--- config.mk ---
export PLATFORM = sky130hd
export DESIGN_NAME = serial_add_ctrl
export DESIGN_NICKNAME = d
export VERILOG_FILES = /design/src/rtl/serial_add_pkg.sv /design/src/rtl/fa_bit.sv /design/src/rtl/serial_add_ctrl.sv
export SDC_FILE = /design/constraint.sdc
export NUM_CORES = 1
export LEC_CHECK = 0
export BUFFER_PORTS_ARGS = -buffer_cell sky130_fd_sc_hd__buf_2
export CAP_MARGIN = 20
export CORE_ASPECT_RATIO = 1.2
export CORE_MARGIN = 5
export CORE_UTILIZATION = 25
export CTS_CLUSTER_DIAMETER = 120
export DETAILED_ROUTE_END_ITERATION = 16
export PLACE_DENSITY = 0.44
export REMOVE_ABC_BUFFERS = 1
export SYNTH_ARGS = -nofsm -noshare
export SYNTH_HDL_FRONTEND = slang
export SYNTH_SLANG_ARGS = --single-unit
export TNS_END_PERCENT = 5
--- constraint.sdc ---
create_clock -name clk -period 4.4 [get_ports clk]
set_clock_uncertainty 0.2 [all_clocks]
set_input_delay 0.66 -clock clk [delete_from_list [all_inputs] [get_ports clk]]
set_output_delay 0.66 -clock clk [all_outputs]
set_load 0.02 [all_outputs]
--- src/rtl/serial_add_pkg.sv ---
// serial_add_pkg: shared state encoding and limits for the bit-serial adder
package serial_add_pkg;
    typedef enum logic [1:0] {IDLE, ADD, DONE} sadd_state_t;
    localparam int SADD_MAX_WIDTH = 64;
endpackage

--- src/rtl/fa_bit.sv ---
// fa_bit: combinational 1-bit full adder, the single arithmetic cell reused every ADD cycle
module fa_bit (
    input  logic a,
    input  logic b,
    input  logic cin,
    output logic sum,
    output logic carry
);
    assign sum   = a ^ b ^ cin;
    assign carry = (a & b) | (cin & (a ^ b));
endmodule

--- src/rtl/serial_add_ctrl.sv ---
// serial_add_ctrl: WIDTH-bit add done LSB first through one shared full-adder cell
module serial_add_ctrl
    import serial_add_pkg::*;
#(
    parameter int WIDTH = 8
) (
    input  logic             clk,
    input  logic             rst,
    input  logic             in_valid,
    output logic             in_ready,
    input  logic [WIDTH-1:0] a,
    input  logic [WIDTH-1:0] b,
    input  logic             cin,
    output logic             out_valid,
    input  logic             out_ready,
    output logic [WIDTH-1:0] sum,
    output logic             cout,
    output logic             busy
);
    localparam int CW = (WIDTH > 1) ? $clog2(WIDTH) : 1;

    sadd_state_t      state, state_nx;
    logic [WIDTH-1:0] a_sh, b_sh;
    logic [CW-1:0]    cnt;
    logic             carry, fa_s, fa_c, last;

    fa_bit u_fa (
        .a    (a_sh[0]),
        .b    (b_sh[0]),
        .cin  (carry),
        .sum  (fa_s),
        .carry(fa_c)
    );

    assign last = cnt == CW'(WIDTH - 1);

    // state register
    always_ff @(posedge clk or posedge rst)
        if (rst) state <= IDLE;
        else     state <= state_nx;

    // next state: accept only in IDLE, finish on the last bit, release on the output handshake
    always_comb
        state_nx = (state == IDLE && in_valid)  ? ADD  :
                   (state == ADD  && last)      ? DONE :
                   (state == DONE && out_ready) ? IDLE : state;

    // handshake and status outputs decode directly from the state register
    always_comb begin
        in_ready  = state == IDLE;
        busy      = state == ADD;
        out_valid = state == DONE;
    end

    // datapath: load operands on accept, then shift one bit through the cell per ADD cycle
    always_ff @(posedge clk or posedge rst)
        if (rst) begin
            a_sh  <= '0;
            b_sh  <= '0;
            sum   <= '0;
            carry <= 1'b0;
            cout  <= 1'b0;
            cnt   <= '0;
        end else if (state == IDLE && in_valid) begin
            a_sh  <= a;
            b_sh  <= b;
            sum   <= '0;
            carry <= cin;
            cnt   <= '0;
        end else if (state == ADD) begin
            a_sh  <= a_sh >> 1;
            b_sh  <= b_sh >> 1;
            sum   <= (sum >> 1) | (WIDTH'(fa_s) << (WIDTH - 1));
            carry <= fa_c;
            cnt   <= cnt + 1'b1;
            if (last) cout <= fa_c;
        end
endmodule
==> summary.md, run 1 <==
| Metric | Value |
|---|---|
| First-pass iteration count of the detailed router | `6` |
| Routed WL per cell | `approximately 14 µm` |
| Dpl cells | `approximately 230` |
| Post-route insts no fill | `233` |
| Via/cell ratio | `4.618` |
| Post-synth EDFFs | `0` |
| CTS Buffer Depth | `2` |
| GPL Wtd Cong | `0.6877` |
| Arrival time of the worst setup path | `1.82 ns` |
| VDD IR max | `0.1756 mV` |
| Top-area cell type share of the netlist area | `52.28%` |
| Routed vias | `1076` |
| CP max stage delay | `around 0.9 ns` |
| Core box area | `5705 µm²` |
| DRC errors left | `0` |
| Total Routing Usage GR | `under 10%` |
| Ys Warns | `0` |
| WHS | `approximately 0.26 ns` |
| PostCTS Resize Cnt | `0` |
| Post-synth ARST share | `100.0%` |
| Final Cell Area | `1733 µm²` |
| Area Overhead vs Synth | `16.78%` |
| PortBufs | `32` |
| Gate Count Post-Synth | `125` |
| CTS tree | `done` |
| Share of cells above drive strength 1 | `29.41%` |
| Fin nets | `178` |
| Worst hold path class | `input port to async pin` |
| R2r setup slk | `roughly 2.4 ns` |
| Antenna diode count | `0` |
| Crit path buf inv count | `2` |
| CTS Sinks | `31` |
| DP Area | `1660 µm²` |
| CP Max Fanout | `25` |
| #FFs+latches synth | `31` |
| Die Y | `94.40 µm` |
| Hold Fails Final Rpt | `0` |
| End of the worst register-to-register path | `cnt[0]` |
| CP max stage cell | `dfrtp_1` |
| LEAKAGE | `0.8177 nW` |
| Root Driver | `clkbuf_8` |
| Clock Latency Late Sink | `0.28 ns` |
| Post-CTS Setup Bufs | `0` |
| FMAX | `around 370 MHz` |
| PwrDens | `721.3 nW/µm²` |
| Ys flop type | `dfrtp_1` |
| Final TNS setup | `0 ns` |
| Post-synthesis sequential area ratio | `52.28%` |
| Slew Viols, Final | `0` |
| Fill count | `604` |
| Clock-pin transition on the worst setup and hold timing paths | `0.06 ns` |
| Unique masters post-synth | `24` |
| IO Pins | `33` |
| Cell accounting for the most synthesized area | `dfrtp_1` |
| Grt total ovfl | `0` |
| DP Worst Slack | `just over 2 ns` |
| Antenna-violating nets left | `0` |
| Die area | `7583 µm²` |
| First-pass GRT wire length | `5.388 mm` |
| Post-CTS Hold Buffers | `0` |
| Reg2Reg Depth | `2` |
| Initial antenna violation count | `0` |
| Most common cell in the netlist | `dfrtp_1` |
| Vias in the first global route | `around 1.1k` |
| Initial Utilization | `26.01%` |
| Largest cells by area after synthesis | `dfrtp_1 (52%), a22o_1 (5.9%), a221oi_1 (4.7%)` |
| H-tree levels | `2` |
| Crit path kind | `flop to primary output` |
| CP delay by family, top | `flip-flops` |
| Setup Viol. Count Final | `0` |
| Setup ws final | `about 1.7 ns` |
| Mapped Area | `1484 µm²` |
| Slew headroom | `42.42%` |
| Pin count of the biggest net entering global routing | `32` |
| Avg Cell Area, Syn | `11.87 µm²` |
| CP Cell Sequence | `nor2b_1 -> buf_4 -> buf_2` |
| Period utilisation layout | `60.99%` |
| Max-Cap Viols | `0` |
| Starting DRC count in detailed routing | `89` |
| Met3 Resource Use GR | `3.149%` |
| Routing usage on met1 | `11.23%` |
| Site row count | `30` |
| Synth top cells by count | `dfrtp_1 (31), inv_1 (17), a22o_1 (10), nor2_1 (9)` |
| CP startpoint kind | `flop` |
| Critical Path RT | `3.54 ns` |
| Met2 GRT Util | `15.19%` |
| Horiz. Die Dim | `80.33 µm` |
| CP endpoint kind | `primary output` |
| Drt total wl | `approximately 3.2 mm` |
| CTS buffer count | `5` |
| HPWL Detailed | `2.174 mm` |
| GRT Max-Usage Layer | `met2` |
| Status | `completed` |
| Unrepaired setup endpoints after global routing | `false` |
| RR Startpoint | `state[0]` |
| Final Critical Period | `2.684 ns` |
| Worst slew pin tran | `0.8637 ns` |
==> through the flow <==
stage | total power [mW] | utilization [%]
3_5_place_dp | 1.067 | 29.10
6_report | 1.250 | 30.37
3_3_place_gp | 1.040 | 29.10
2_1_floorplan | 0.8936 | -
5_1_grt | 1.368 | 30.37
4_1_cts | 1.276 | 30.37
==> flip-flops by register name, summed over array words and instances (netlist names) <==
name   count
sum        8
cout       1
cnt        3
b_sh       8
carry      1
state      2
a_sh       8
==> how the worst max path moves through the flow <==
stage               cells past startpoint  slack (ns)   end     start
floorplan                               1        1.85  busy  state[0]
global placement                        3        2.05  busy  state[0]
detailed placement                      3        2.01  busy  state[0]
CTS                                     3        1.70  busy  state[0]
global route                            3        1.58  busy  state[0]
finish                                  3        1.72  busy  state[0]
==> worst min-delay path: cells and delay by family <==
| family | cells | cell delay, ns |
|---|---|---|
| buffers and inverters | 3 | 0.50 |
==> area by class of cell <==
type	count	area (µm²)	share of cell area, %
inverters	17	63.81	3.682
flip-flops and latches	31	775.7	44.77
multi-input cells	65	545.5	31.48
clock buffers	6	72.57	4.188
repair buffers	34	175.2	10.11
well taps	80	100.1	5.776
==> routing by layer <==
layer / up-vias / part of all wire (%)
li1: 511 / -
met1: 523 / 43
met2: 38 / 49
met3: 4 / 6.1
met4: 0 / 0.99
met5: - / 0
==> cell usage in the layout (no fill, tap or decap), types with 5 or more instances in the layout <==
cell | netlist | layout
a221oi_1 | 8 | 8
a222oi_1 | 6 | 6
a22o_1 | 10 | 10
buf_2 | 4 | 32
clkbuf_8 | 0 | 5
dfrtp_1 | 31 | 31
inv_1 | 17 | 17
nor2_1 | 9 | 9
nor2b_1 | 8 | 8
nor4b_1 | 8 | 8
==> kinds of logic after synthesis <==
family	Yosys count	synth area share [%]
flops	31	52.28
mux	2	1.518
compound gates	31	19.48
buf+inv	29	10.96
simple gates	29	12.73
fa+ha+maj	3	3.035
==> power by group <==
part / internal [mW] / leakage, nW / switching, mW
logic: 0.235 / 0.417 / 0.271
registers: 0.412 / 0.363 / 0.129
clock network: 0.105 / 0.0371 / 0.0975
total: 0.752 / 0.818 / 0.497
(Power assumes the default switching activity.)
==> run 2: changes to the inputs <==
--- a/config.mk
+++ b/config.mk
@@ -12,7 +12,7 @@
 export CORE_UTILIZATION = 25
 export CTS_CLUSTER_DIAMETER = 120
 export DETAILED_ROUTE_END_ITERATION = 16
-export PLACE_DENSITY = 0.44
+export PLACE_DENSITY = 0.45
 export REMOVE_ABC_BUFFERS = 1
 export SYNTH_ARGS = -nofsm -noshare
 export SYNTH_HDL_FRONTEND = slang
==> constraint.sdc (replaced) <==
create_clock -name clk -period 2.4 [get_ports clk]
set_clock_uncertainty 0.2 [all_clocks]
set_input_delay 0.36 -clock clk [delete_from_list [all_inputs] [get_ports clk]]
set_output_delay 0.36 -clock clk [all_outputs]
set_load 0.02 [all_outputs]
==> summary.md, run 2 (same netlist as run 1, synthesis figures left out) <==
| Metric | Value |
|---|---|
| Horiz. Die Dim | `80.33 µm` |
| Via/cell ratio | `~4.6` |
| Die Y | `94.40 µm` |
| Post-CTS Setup Bufs | `0` |
| CTS Buffer Depth | `2` |
| Worst hold path class | `input port to flop` |
| Crit path buf inv count | `1` |
| Critical Path RT | `1.84 ns` |
| Antenna-violating nets left | `0` |
| Area Overhead vs Synth | `21.50%` |
| Site row count | `30` |
| Met3 Resource Use GR | `2.672%` |
| CP max stage cell | `dfrtp_1` |
| WHS | `0.06091 ns` |
| PwrDens | `between 1000 and 1500 nW/µm²` |
| Final TNS setup | `0 ns` |
| Die area | `7583 µm²` |
| Hold Crit Start | `out_ready` |
| GRT Max-Usage Layer | `met2` |
| Routed vias | `1088` |
| IO Pins | `33` |
| Worst Setup SP | `state[1]` |
| Total Routing Usage GR | `approximately 9.1%` |
| LEAKAGE | `roughly 0.86 nW` |
| Worst slew pin tran | `approximately 0.67 ns` |
| CP Max Fanout | `9` |
| RR Startpoint | `state[0]` |
| PortBufs | `32` |
| GPL Wtd Cong | `0.6919` |
| CTS Sinks | `31` |
| CTS buffer count | `5` |
| DRC errors left | `0` |
| CTS tree | `done` |
| Status | `completed` |
| Post-CTS Hold Buffers | `1` |
| Period utilisation layout | `81.04%` |
| Crit path kind | `flop to primary output` |
| FMAX | `514.2 MHz` |
| HPWL Detailed | `2.232 mm` |
| Initial Utilization | `a little over a quarter` |
| Arrival time of the worst setup path | `1.38 ns` |
| Root Driver | `clkbuf_8` |
| First-pass GRT wire length | `5.237 mm` |
| Antenna diode count | `0` |
| Most frequent cells in the layout | `buf_2 (32), dfrtp_1 (31), inv_1 (17)` |
| VDD IR max | `0.3192 mV` |
| Hold Fails Final Rpt | `0` |
| Max-Cap Viols | `0` |
| First-pass iteration count of the detailed router | `4` |
| Biggest regs | `a_sh: 8 flops, b_sh: 8 flops, sum: 8 flops` |
| Commonest non-fill, non-tap cell in the layout | `buf_2` |
| Routing usage on met1 | `around 11%` |
| Drt total wl | `3.255 mm` |
| CP endpoint kind | `primary output` |
| Fill count | `628` |
| CP Cell Sequence | `nor2_2 -> buf_2` |
| Clock Latency Late Sink | `0.28 ns` |
| PostCTS Resize Cnt | `0` |
| H-tree levels | `2` |
| Slew Viols, Final | `0` |
| Slew headroom | `55.23%` |
| CP delay by family, top | `flip-flops` |
| Fin nets | `181` |
| Setup Viol. Count Final | `0` |
| Grt total ovfl | `0` |
| Pin count of the biggest net entering global routing | `32` |
| CP startpoint kind | `flop` |
| Share of cells above drive strength 1 | `a little under a third` |
| Met2 GRT Util | `about 15%` |
| Vias in the first global route | `approximately 1.1k` |
| Starting DRC count in detailed routing | `32` |
| Core box area | `5705 µm²` |
| Clock-pin transition on the worst setup and hold timing paths | `0.06 ns` |
| Unrepaired setup endpoints after global routing | `false` |
| Initial antenna violation count | `0` |
| CP max stage delay | `between 0.4 and 0.5 ns` |
| Routed WL per cell | `13.68 µm` |
| Final Critical Period | `between 1.5 and 2 ns` |
-- run 2: cell types whose count changed in the layout (fill, tap and decap cells not counted), sizes merged --
cell         change
buf              +2
dlygate4sd3      +1
clkinv           +1
bufinv           +1
-- run 2: path summary, 6_finish.rpt --
check                      endpoint  slack (ns)  cells after the start
setup / recovery           in_ready        0.46                      2
setup reg to reg            a_sh[3]        0.77                      2
min in group asynchronous      cout        0.50                      4
max in group asynchronous  state[1]        1.21                      4
hold / removal             state[1]        0.06                      2
hold reg to reg             b_sh[7]        0.29                      1
-- run 2: routing by layer --
metal  vias up  routed length [µm]
met2        27                1600
met4         0                  69
met5         -                   0
li1        514                   -
met1       542                1412
met3         5                 173
-- run 2: worst reg2reg max path: stages (launching register included) --
cell and delay [ns]:
dfrtp_1 0.47, o21bai_4 0.60, a221oi_1 0.21
-- run 2: report_power, final --
group / switching (mW) / internal (mW) / total [mW]
Combinational: 0.590 / 0.452 / 1.04
Clock: 0.195 / 0.336 / 0.531
Sequential: 0.152 / 0.757 / 0.909
-- run 2: through the flow --
step           cells  instance area [µm²]  setup slack, ns  util [%]  power [mW]
3_3_place_gp     229                 1675           0.7005     29.36       1.939
5_1_grt          238                 1803           0.3622     31.60       2.687
6_report         238                 1803           0.4551     31.60       2.482
4_1_cts          238                 1803           0.4387     31.60       2.528
2_1_floorplan    113                 1385          0.06792         -       1.638
3_5_place_dp     229                 1675           0.6451     29.36       1.983
-- run 2: cell type report --
| cell class | instances | area (µm²) | area share [%] |
|---|---|---|---|
| flip-flops and latches | 31 | 775.7 | 43.03 |
| multi-input cells | 65 | 545.5 | 30.26 |
| repair buffers | 37 | 200.2 | 11.10 |
| well taps | 80 | 100.1 | 5.552 |
| clock buffers | 6 | 82.58 | 4.580 |
| inverters | 17 | 63.81 | 3.539 |
| clock inverters | 2 | 35.03 | 1.943 |
